## src/rtl/split_target_if.sv

```systemverilog
// Bus-side signal bundle for split_target.
// The slave modport is the target view; master is the initiator view.
interface split_target_if;
    logic [15:0] target_addr_in;
    logic        target_addr_in_valid;
    logic        target_rw;
    logic [7:0]  target_data_in;
    logic        target_data_in_valid;
    logic        target_split_grant;
    logic        target_ready;
    logic        target_ack;
    logic        target_split_ack;
    logic        target_split_req;
    logic [7:0]  target_data_out;
    logic        target_data_out_valid;

    modport slave (
        input  target_addr_in, target_addr_in_valid, target_rw,
        input  target_data_in, target_data_in_valid, target_split_grant,
        output target_ready, target_ack, target_split_ack,
        output target_split_req, target_data_out, target_data_out_valid
    );

    modport master (
        output target_addr_in, target_addr_in_valid, target_rw,
        output target_data_in, target_data_in_valid, target_split_grant,
        input  target_ready, target_ack, target_split_ack,
        input  target_split_req, target_data_out, target_data_out_valid
    );
endinterface

```

## src/rtl/split_target.sv

```systemverilog
// Byte-memory bus target with decoupled write data and
// optional split-transaction reads.
module split_target #(
    parameter logic [15:0] BASE_ADDR     = 16'h0010,
    parameter int          MEM_DEPTH     = 16,
    parameter logic [7:0]  MEM_INIT_DATA = 8'hA0,
    parameter int          READ_LATENCY  = 2,
    parameter bit          SPLIT_EN      = 1'b0
) (
    input logic         clk,
    input logic         rst,
    split_target_if.slave bus
);
    localparam int OW = (MEM_DEPTH > 1) ? $clog2(MEM_DEPTH) : 1;

    typedef enum logic [2:0] {
        IDLE, WR_COLLECT, WR_ACK, RD_WAIT,
        RD_SPLIT_WAIT, RD_RESUME, RD_RESP
    } state_t;

    state_t state, nxt;
    logic [3:0]    cnt, cnt_nxt;
    logic [OW-1:0] off_q, addr_off, wr_off;
    logic [7:0]    wdata_q, wr_data, dout_q;
    logic          pending, in_range, wr_en, rd_load, cap;
    logic [7:0]    mem [MEM_DEPTH];
    logic [16:0]   addr17, lo17, hi17;

    assign addr17   = {1'b0, bus.target_addr_in};
    assign lo17     = {1'b0, BASE_ADDR};
    assign hi17     = lo17 + 17'(MEM_DEPTH);
    assign in_range = (addr17 >= lo17) && (addr17 < hi17);
    assign addr_off = OW'(bus.target_addr_in - BASE_ADDR);

    always_ff @(posedge clk or posedge rst) begin
        if (rst) begin
            state <= IDLE;
            cnt   <= '0;
        end else begin
            state <= nxt;
            cnt   <= cnt_nxt;
        end
    end

    always_comb begin
        nxt     = state;
        cnt_nxt = cnt;
        wr_en   = 1'b0;
        wr_off  = off_q;
        wr_data = wdata_q;
        rd_load = 1'b0;
        cap     = 1'b0;
        unique case (state)
            IDLE: begin
                if (bus.target_addr_in_valid && in_range) begin
                    cap = 1'b1;
                    if (bus.target_rw) begin
                        if (bus.target_data_in_valid || pending) begin
                            nxt     = WR_ACK;
                            wr_en   = 1'b1;
                            wr_off  = addr_off;
                            // same-cycle data beats the latched byte
                            wr_data = bus.target_data_in_valid ?
                                      bus.target_data_in : wdata_q;
                        end else begin
                            nxt = WR_COLLECT;
                        end
                    end else begin
                        nxt     = SPLIT_EN ? RD_SPLIT_WAIT : RD_WAIT;
                        cnt_nxt = 4'(READ_LATENCY);
                    end
                end
            end
            WR_COLLECT: begin
                if (bus.target_data_in_valid) begin
                    nxt     = WR_ACK;
                    wr_en   = 1'b1;
                    wr_data = bus.target_data_in;
                end
            end
            WR_ACK: nxt = IDLE;
            RD_WAIT: begin
                if (cnt <= 4'd1) begin
                    nxt     = RD_RESP;
                    cnt_nxt = '0;
                    rd_load = 1'b1;
                end else begin
                    cnt_nxt = cnt - 4'd1;
                end
            end
            RD_SPLIT_WAIT: begin
                if (cnt <= 4'd1) begin
                    nxt     = RD_RESUME;
                    cnt_nxt = '0;
                end else begin
                    cnt_nxt = cnt - 4'd1;
                end
            end
            RD_RESUME: begin
                if (bus.target_split_grant) begin
                    nxt     = RD_RESP;
                    rd_load = 1'b1;
                end
            end
            RD_RESP: nxt = IDLE;
            default: nxt = IDLE;
        endcase
    end

    // any address strobe seen in IDLE consumes or discards pending data
    always_ff @(posedge clk or posedge rst) begin
        if (rst) begin
            pending <= 1'b0;
            wdata_q <= '0;
            off_q   <= '0;
            dout_q  <= '0;
        end else begin
            if (state == IDLE) begin
                if (bus.target_addr_in_valid) begin
                    pending <= 1'b0;
                end else if (bus.target_data_in_valid) begin
                    pending <= 1'b1;
                    wdata_q <= bus.target_data_in;
                end
            end
            if (cap)     off_q  <= addr_off;
            if (rd_load) dout_q <= mem[off_q];
        end
    end

    always_ff @(posedge clk or posedge rst) begin
        if (rst) begin
            for (int i = 0; i < MEM_DEPTH; i++)
                mem[i] <= MEM_INIT_DATA + 8'(i);
        end else if (wr_en) begin
            mem[wr_off] <= wr_data;
        end
    end

    assign bus.target_ready          = (state == IDLE);
    assign bus.target_ack            = (state == WR_ACK) || (state == RD_RESP);
    assign bus.target_data_out_valid = (state == RD_RESP);
    assign bus.target_split_req      = (state == RD_RESUME);
    assign bus.target_split_ack      = (state == RD_SPLIT_WAIT) &&
                                       (cnt == 4'(READ_LATENCY));
    assign bus.target_data_out       = dout_q;
endmodule

```

## src/flat_wrapper.sv

```systemverilog
// flat-port wrapper written by rule: the top's interface ports become plain ports
module split_target_flat 
#(
    parameter logic [15:0] BASE_ADDR     = 16'h0010,
    parameter int          MEM_DEPTH     = 16,
    parameter logic [7:0]  MEM_INIT_DATA = 8'hA0,
    parameter int          READ_LATENCY  = 2,
    parameter bit          SPLIT_EN      = 1'b0
)
  (clk, rst, bus_target_addr_in, bus_target_addr_in_valid, bus_target_rw, bus_target_data_in, bus_target_data_in_valid, bus_target_split_grant, bus_target_ready, bus_target_ack, bus_target_split_ack, bus_target_split_req, bus_target_data_out, bus_target_data_out_valid);
  split_target_if bus_i ();
  input logic clk;
  input logic rst;
  input wire logic [$bits(bus_i.target_addr_in)-1:0] bus_target_addr_in;
  input wire logic [$bits(bus_i.target_addr_in_valid)-1:0] bus_target_addr_in_valid;
  input wire logic [$bits(bus_i.target_rw)-1:0] bus_target_rw;
  input wire logic [$bits(bus_i.target_data_in)-1:0] bus_target_data_in;
  input wire logic [$bits(bus_i.target_data_in_valid)-1:0] bus_target_data_in_valid;
  input wire logic [$bits(bus_i.target_split_grant)-1:0] bus_target_split_grant;
  output wire logic [$bits(bus_i.target_ready)-1:0] bus_target_ready;
  output wire logic [$bits(bus_i.target_ack)-1:0] bus_target_ack;
  output wire logic [$bits(bus_i.target_split_ack)-1:0] bus_target_split_ack;
  output wire logic [$bits(bus_i.target_split_req)-1:0] bus_target_split_req;
  output wire logic [$bits(bus_i.target_data_out)-1:0] bus_target_data_out;
  output wire logic [$bits(bus_i.target_data_out_valid)-1:0] bus_target_data_out_valid;
  assign bus_i.target_addr_in = bus_target_addr_in;
  assign bus_i.target_addr_in_valid = bus_target_addr_in_valid;
  assign bus_i.target_rw = bus_target_rw;
  assign bus_i.target_data_in = bus_target_data_in;
  assign bus_i.target_data_in_valid = bus_target_data_in_valid;
  assign bus_i.target_split_grant = bus_target_split_grant;
  assign bus_target_ready = bus_i.target_ready;
  assign bus_target_ack = bus_i.target_ack;
  assign bus_target_split_ack = bus_i.target_split_ack;
  assign bus_target_split_req = bus_i.target_split_req;
  assign bus_target_data_out = bus_i.target_data_out;
  assign bus_target_data_out_valid = bus_i.target_data_out_valid;
  split_target #(.BASE_ADDR(BASE_ADDR), .MEM_DEPTH(MEM_DEPTH), .MEM_INIT_DATA(MEM_INIT_DATA), .READ_LATENCY(READ_LATENCY), .SPLIT_EN(SPLIT_EN)) u_core (.clk(clk), .rst(rst), .bus(bus_i));
endmodule
```

## config.mk

```make
export PLATFORM = sky130hd
export DESIGN_NAME = split_target_flat
export DESIGN_NICKNAME = d
export VERILOG_FILES = /design/src/rtl/split_target_if.sv /design/src/rtl/split_target.sv /design/src/flat_wrapper.sv
export SDC_FILE = /design/constraint.sdc
export NUM_CORES = 1
export LEC_CHECK = 0
export BUFFER_PORTS_ARGS = -buffer_cell sky130_fd_sc_hd__buf_2
export CAP_MARGIN = 30
export CORE_MARGIN = 3
export CORE_UTILIZATION = 61
export DETAILED_ROUTE_END_ITERATION = 16
export PLACE_DENSITY = 0.78
export SYNTH_ARGS = -nofsm -noshare
export SYNTH_HDL_FRONTEND = slang
export SYNTH_SLANG_ARGS = --single-unit
```

## constraint.sdc

```tcl
create_clock -name clk -period 6 [get_ports clk]
set_input_delay 1.2 -clock clk [delete_from_list [all_inputs] [get_ports clk]]
set_output_delay 1.2 -clock clk [all_outputs]
set_load 0.005 [all_outputs]
```

==> results of run 1 <==
[power by group through the flow]
stage	combinational [W]	clock, W	sequential, W
global route	0.000745	0.00108	0.00125
detailed placement	0.000677	0	0.00125
finish	0.000690	0.00102	0.00123
global placement	0.000652	0	0.00124
CTS	0.000684	0.00103	0.00123
floorplan	0.000508	0	0.00122
[cells in the mapped netlist (3+ instances only)]
| cell | n |
|---|---|
| or2_2 | 5 |
| o21ai_0 | 7 |
| nand2b_1 | 5 |
| nor2_1 | 10 |
| clkbuf_1 | 20 |
| dfstp_2 | 64 |
| a221o_1 | 8 |
| o22ai_2 | 12 |
| nand2_1 | 9 |
| nand3b_1 | 3 |
| a21oi_1 | 13 |
| dfrtp_1 | 92 |
| mux2_2 | 148 |
| o22ai_4 | 4 |
| buf_2 | 11 |
| ha_1 | 3 |
| nor2b_1 | 18 |
| and3_1 | 9 |
| inv_1 | 6 |
| mux4_2 | 32 |
| a211oi_1 | 8 |
| nand3_1 | 5 |
| mux2i_1 | 8 |
[path summary, 6_finish.rpt]
path	startpoint	endpoint	cells past startpoint
setup / recovery	bus_target_addr_in[11]	u_core.mem[76]	6
hold / removal	u_core.wdata_q[4]	u_core.wdata_q[4]	1
min in group asynchronous	rst	u_core.wdata_q[1]	2
max in group asynchronous	rst	u_core.mem[12]	3
hold reg to reg	u_core.wdata_q[4]	u_core.wdata_q[4]	1
setup reg to reg	u_core.off_q[1]	u_core.bus.target_data_out[5]	6
[metrics by stage]
stage | cell area [um2] | power (W) | hold WS [ns] | cells
3_3_place_gp | 8060 | 0.00189 | 0.483 | 713
6_report | 8630 | 0.00294 | 0.500 | 745
5_1_grt | 8630 | 0.00307 | 0.515 | 745
4_1_cts | 8630 | 0.00294 | 0.501 | 745
3_5_place_dp | 8060 | 0.00192 | 0.488 | 713
2_1_floorplan | 7720 | 0.00172 | 0.473 | 530
[critical path, stage by stage]
cell and delay (ns):
buf_2 0.09, or4b_4 0.56, nor4_2 0.81, nand2_2 0.24, a221o_1 0.63, mux2_2 0.39
[kinds of logic (layout without fill, tap and decap cells)]
group / count (synthesis) / after routing / synth area share
compound gates: 63 / 63 / 0.0716
fa+ha+maj: 3 / 3 / 0.00486
buf+inv: 39 / 86 / 0.0207
flops: 156 / 156 / 0.516
mux: 188 / 188 / 0.319
simple gates: 81 / 81 / 0.0676
[cell type report]
class	count	area share
flip-flops and latches	156	0.462
clock inverters	6	0.00377
clock buffers	26	0.0625
inverters	7	0.00362
well taps	168	0.0243
multi-input cells	335	0.415
repair buffers	47	0.0287
[layer usage]
layer | part of all wire | vias up | global-route usage
met5 | 0 | - | 0
met4 | 0.017 | 0 | 0.0753
met2 | 0.51 | 93 | 0.421
met3 | 0.034 | 27 | 0.0517
met1 | 0.44 | 2491 | 0.332
li1 | - | 2071 | -
[registers in the layout, indices dropped and copies added (netlist names)]
| register | flops |
|---|---|
| u_core.bus.target_data_out | 8 |
| u_core.cnt | 4 |
| u_core.mem | 128 |
| u_core.off_q | 4 |
| u_core.pending | 1 |
| u_core.state | 3 |
| u_core.wdata_q | 8 |
==> results_dict.tcl, run 1 <==
set metrics [dict create \
    switching_power_w 0.000888 \
    grt_pass1_vias 4942 \
    io_buffers 42 \
    p_int_w 0.00205 \
    synth_cell_type_count 49 \
    grt_max_degree 102 \
    p_clk_frac 0.346 \
    antenna_found_initial 0 \
    fin_setup_tns_ns 0 \
    crit_path_end_kind "flip-flop" \
    yosysSeqAreaShare 0.516 \
    synthFlopType "dfrtp_1" \
    multi_input_area_um2 3590 \
    seq_area_um2 3990 \
    layout-drive-gt1-share 0.619 \
    h-tree-depth 4 \
    die_area_um2 14000 \
    yosys_warnings 0 \
    outcome "completed" \
    drc_errors 0 \
    overflow 0 \
    rsz0062_at_grt "false" \
    swShare 0.302 \
    clock-sinks 156 \
    powerDensity_nw_per_um2 340 \
    async_flop_share 1.00 \
    setup_viol 0 \
    tightest_slew_ns 0.909 \
    setup_ws_ns 2.37 \
    syn_inst 530 \
    rrSetupSlack_ns 3.19 \
    timing.fmax_ghz 0.275 \
    area_growth_syn_to_layout_pct 11.8 \
    die_w_um 119 \
    grt_pass1_wl_mm 26.8 \
    ant_nets 0 \
    layout_commonest_cell "mux2_2" \
    synth_top_area_cell "dfrtp_1" \
    min_path_type "reg -> reg" \
    required_ns 6.30 \
    pwr-share-comb 0.235 \
    syn_area_um2 7720 \
    vias 4682 \
    fillers 896 \
    cts_hold_buf 0 \
    ys_ff_latch 156 \
    gp_congestion 0.832 \
    final_util 0.707 \
    start_util 0.632 \
    vias_per_cell 6.28 \
    post_drt_wl_per_cell_um 22.5 \
    start_kind "input port" \
    cts_tree "done" \
    first_iter_violations 306 \
    num_antenna_cells 0 \
    p_leak_nw 3.74 \
    rows 40 \
    slew_violations 0 \
    grtUsageTotal 0.251 \
    maxSlewHeadroom 0.389 \
    ios 43 \
    final_cell_mix "mux2_2 (148), dfrtp_1 (90), dfstp_2 (64), buf_2 (42), mux4_2 (32)" \
    hpwl_mm 10.8 \
    syn_avg_cell_area_um2 14.6 \
    synth-edff-count 0 \
    drv_cap 0 \
    clock-skew-final_ns 0.00779 \
    wl_mm 16.8 \
    cts_buffers 17 \
    syn-num-nets 563 \
    vdd_drop_max_mv 0.262 \
    fin_crit_sh 0.606 \
    synth.area.top_cells "dfrtp_1 (30%), dfstp_2 (22%), mux2_2 (22%), mux4_2 (9.3%), o22ai_2 (1.9%)" \
    cts_setup_buffers 0 \
    die_h_um 119 \
    core_area_um2 12200 \
    firstDrtPassIters 4 \
    clk_path_buf_depth 2 \
    fin_nets 597 \
    clock_latency_ns 0.42 \
    preCtsSetupSlack_ns 1.99 \
    path_clk_slew_ns 0.06 \
    netlist.area_leader.share 0.298 \
    finalHoldViolCount 0 \
    root_buffer "clkbuf_16" \
    critPathArrivalTime_ns 3.94 \
    pwr-share-seq 0.419 \
    crit_fanout 16 \
    path_class "in -> reg" \
    post_cts_resized 0 \
    finalCriticalPeriod_ns 3.63 \
]
Note: power is estimated with default switching activity, not from simulation.
==> run 2: changes to the inputs <==
==> constraint.sdc (replaced) <==
create_clock -name clk -period 3.6 [get_ports clk]
set_input_delay 0.72 -clock clk [delete_from_list [all_inputs] [get_ports clk]]
set_output_delay 0.72 -clock clk [all_outputs]
set_load 0.005 [all_outputs]
==> run 2 against run 1 <==
First-iteration DRC count rose by 24%. Register-to-register slack got worse by 2.4 ns. Wire length rose by 2.3%. Flip-flop and latch count did not move. Sequential share of layout area fell by 0.80 points. Utilization rose by 1.2 points. Via count rose by 0.85%. Critical path depth fell by 1. Combinational power rose by 80%. Global-route usage rose by 0.67 points. Worst hold slack got worse by 0.040 ns. Critical path type is now reg -> reg. Largest power group unchanged.
==> results_dict.tcl, run 2 (same netlist as run 1, synthesis figures left out) <==
set metrics [dict create \
    rsz0062_at_grt "false" \
    slew_violations 0 \
    fin_setup_tns_ns 0 \
    root_buffer "clkbuf_16" \
    rrSetupSlack_ns 0.77 \
    r2r_start "u_core.state[0]" \
    required_ns 3.90 \
    finalCriticalPeriod_ns 2.83 \
    cts_hold_buf 0 \
    area_growth_syn_to_layout_pct 13.8 \
    drc_errors 0 \
    die_w_um 119 \
    ant_nets 0 \
    drv_cap 0 \
    ios 43 \
    firstDrtPassIters 4 \
    final_cell_mix "mux2_2 (148), dfrtp_1 (90), dfstp_2 (64), buf_2 (42), mux4_2 (32)" \
    grt_max_degree 74 \
    layout_commonest_cell "mux2_2" \
    cts_setup_buffers 0 \
    outcome "completed" \
    endpoint "u_core.mem[92]" \
    timing.fmax_ghz 0.353 \
    post_cts_resized 0 \
    startpoint "u_core.state[0]" \
    finalPower_w 0.00529 \
    p_leak_nw 3.81 \
    hpwl_mm 11.2 \
    vias 4722 \
    antenna_found_initial 0 \
    clock-skew-final_ns 0.00557 \
    path_clk_slew_ns 0.06 \
    fillers 853 \
    grt_pass1_wl_mm 27.6 \
    io_buffers 42 \
    gp_congestion 0.860 \
    die_area_um2 14000 \
    path_class "reg -> reg" \
    largest_reg_flops 128 \
    num_antenna_cells 0 \
    die_h_um 119 \
    r2r.worst_path.cells 5 \
    maxSlewHeadroom 0.346 \
    setup_viol 0 \
    rows 40 \
    crit_path_end_kind "flip-flop" \
    start_kind "flip-flop" \
    first_iter_violations 379 \
    h-tree-depth 4 \
    vias_per_cell 6.30 \
    tightest_slew_ns 0.975 \
    crit_fanout 12 \
    wl_mm 17.2 \
    finalHoldViolCount 0 \
    overflow 0 \
    cts_buffers 17 \
    start_util 0.632 \
    clock-sinks 156 \
    powerDensity_nw_per_um2 602 \
    clock_latency_ns 0.42 \
    cts_tree "done" \
    layout-drive-gt1-share 0.622 \
    vdd_drop_max_mv 0.512 \
    clk_path_buf_depth 2 \
    grt_pass1_vias 4997 \
    post_drt_wl_per_cell_um 22.9 \
    grtUsageTotal 0.257 \
    core_area_um2 12200 \
    max_flop_register "u_core.mem" \
    fin_nets 602 \
    rr_endpoint "u_core.mem[92]" \
    critPathArrivalTime_ns 3.13 \
    min_path_type "in -> async" \
    fin_crit_sh 0.786 \
]
[run 2: how the worst min path moves through the flow]
stage | endpoint | depth (start not counted) | start | slack, ns
3_3_place_gp | u_core.bus.target_data_out[2] | 1 | u_core.bus.target_data_out[2] | 0.48
4_1_cts | u_core.wdata_q[4] | 2 | rst | 0.47
6_report | u_core.wdata_q[3] | 2 | rst | 0.46
2_1_floorplan | u_core.wdata_q[0] | 1 | u_core.wdata_q[0] | 0.47
3_5_place_dp | u_core.bus.target_data_out[5] | 1 | u_core.bus.target_data_out[5] | 0.49
5_1_grt | u_core.pending | 2 | bus_target_addr_in_valid | 0.48
[run 2: area by class of cell]
type	instances	area (um2)	area share
Timing Repair Buffer	52	310	0.0353
Clock buffer	19	443	0.0504
Tap cell	168	210	0.0239
Sequential cell	156	3990	0.454
Multi-Input combinational cell	335	3590	0.408
Clock inverter	13	220	0.0251
Inverter	7	30.0	0.00342
[run 2: where the power goes]
part / switching [W] / total [W] / internal, W
Sequential: 0.000124 / 0.00206 / 0.00193
Clock: 0.000682 / 0.00199 / 0.00131
Combinational: 0.000754 / 0.00124 / 0.000482
Total: 0.00156 / 0.00529 / 0.00373
[run 2: per-layer routing]
layer / up-vias / GRT usage / wire length, um
met5: - / 0 / 0
met4: 0 / 0.0724 / 228
met3: 19 / 0.0531 / 704
met2: 115 / 0.432 / 8970
met1: 2505 / 0.342 / 7280
li1: 2083 / - / -
[run 2: through the flow]
| step | area (um2) | setup WS (ns) | instances | util | hold WS (ns) |
|---|---|---|---|---|---|
| global placement | 8120 | 0.440 | 718 | 0.665 | 0.484 |
| floorplan | 7730 | 0.855 | 530 | - | 0.473 |
| CTS | 8790 | 0.818 | 750 | 0.719 | 0.471 |
| finish | 8790 | 0.771 | 750 | 0.719 | 0.459 |
| detailed placement | 8120 | 0.415 | 718 | 0.665 | 0.490 |
| global route | 8790 | 0.677 | 750 | 0.719 | 0.484 |
[run 2: worst max-delay path, cell delays in order, from the launching register on]
cell and delay, ns:
dfrtp_1 0.52, inv_1 0.15, nor4b_2 0.61, nand3b_1 0.38, o22ai_2 0.65, mux2_2 0.41
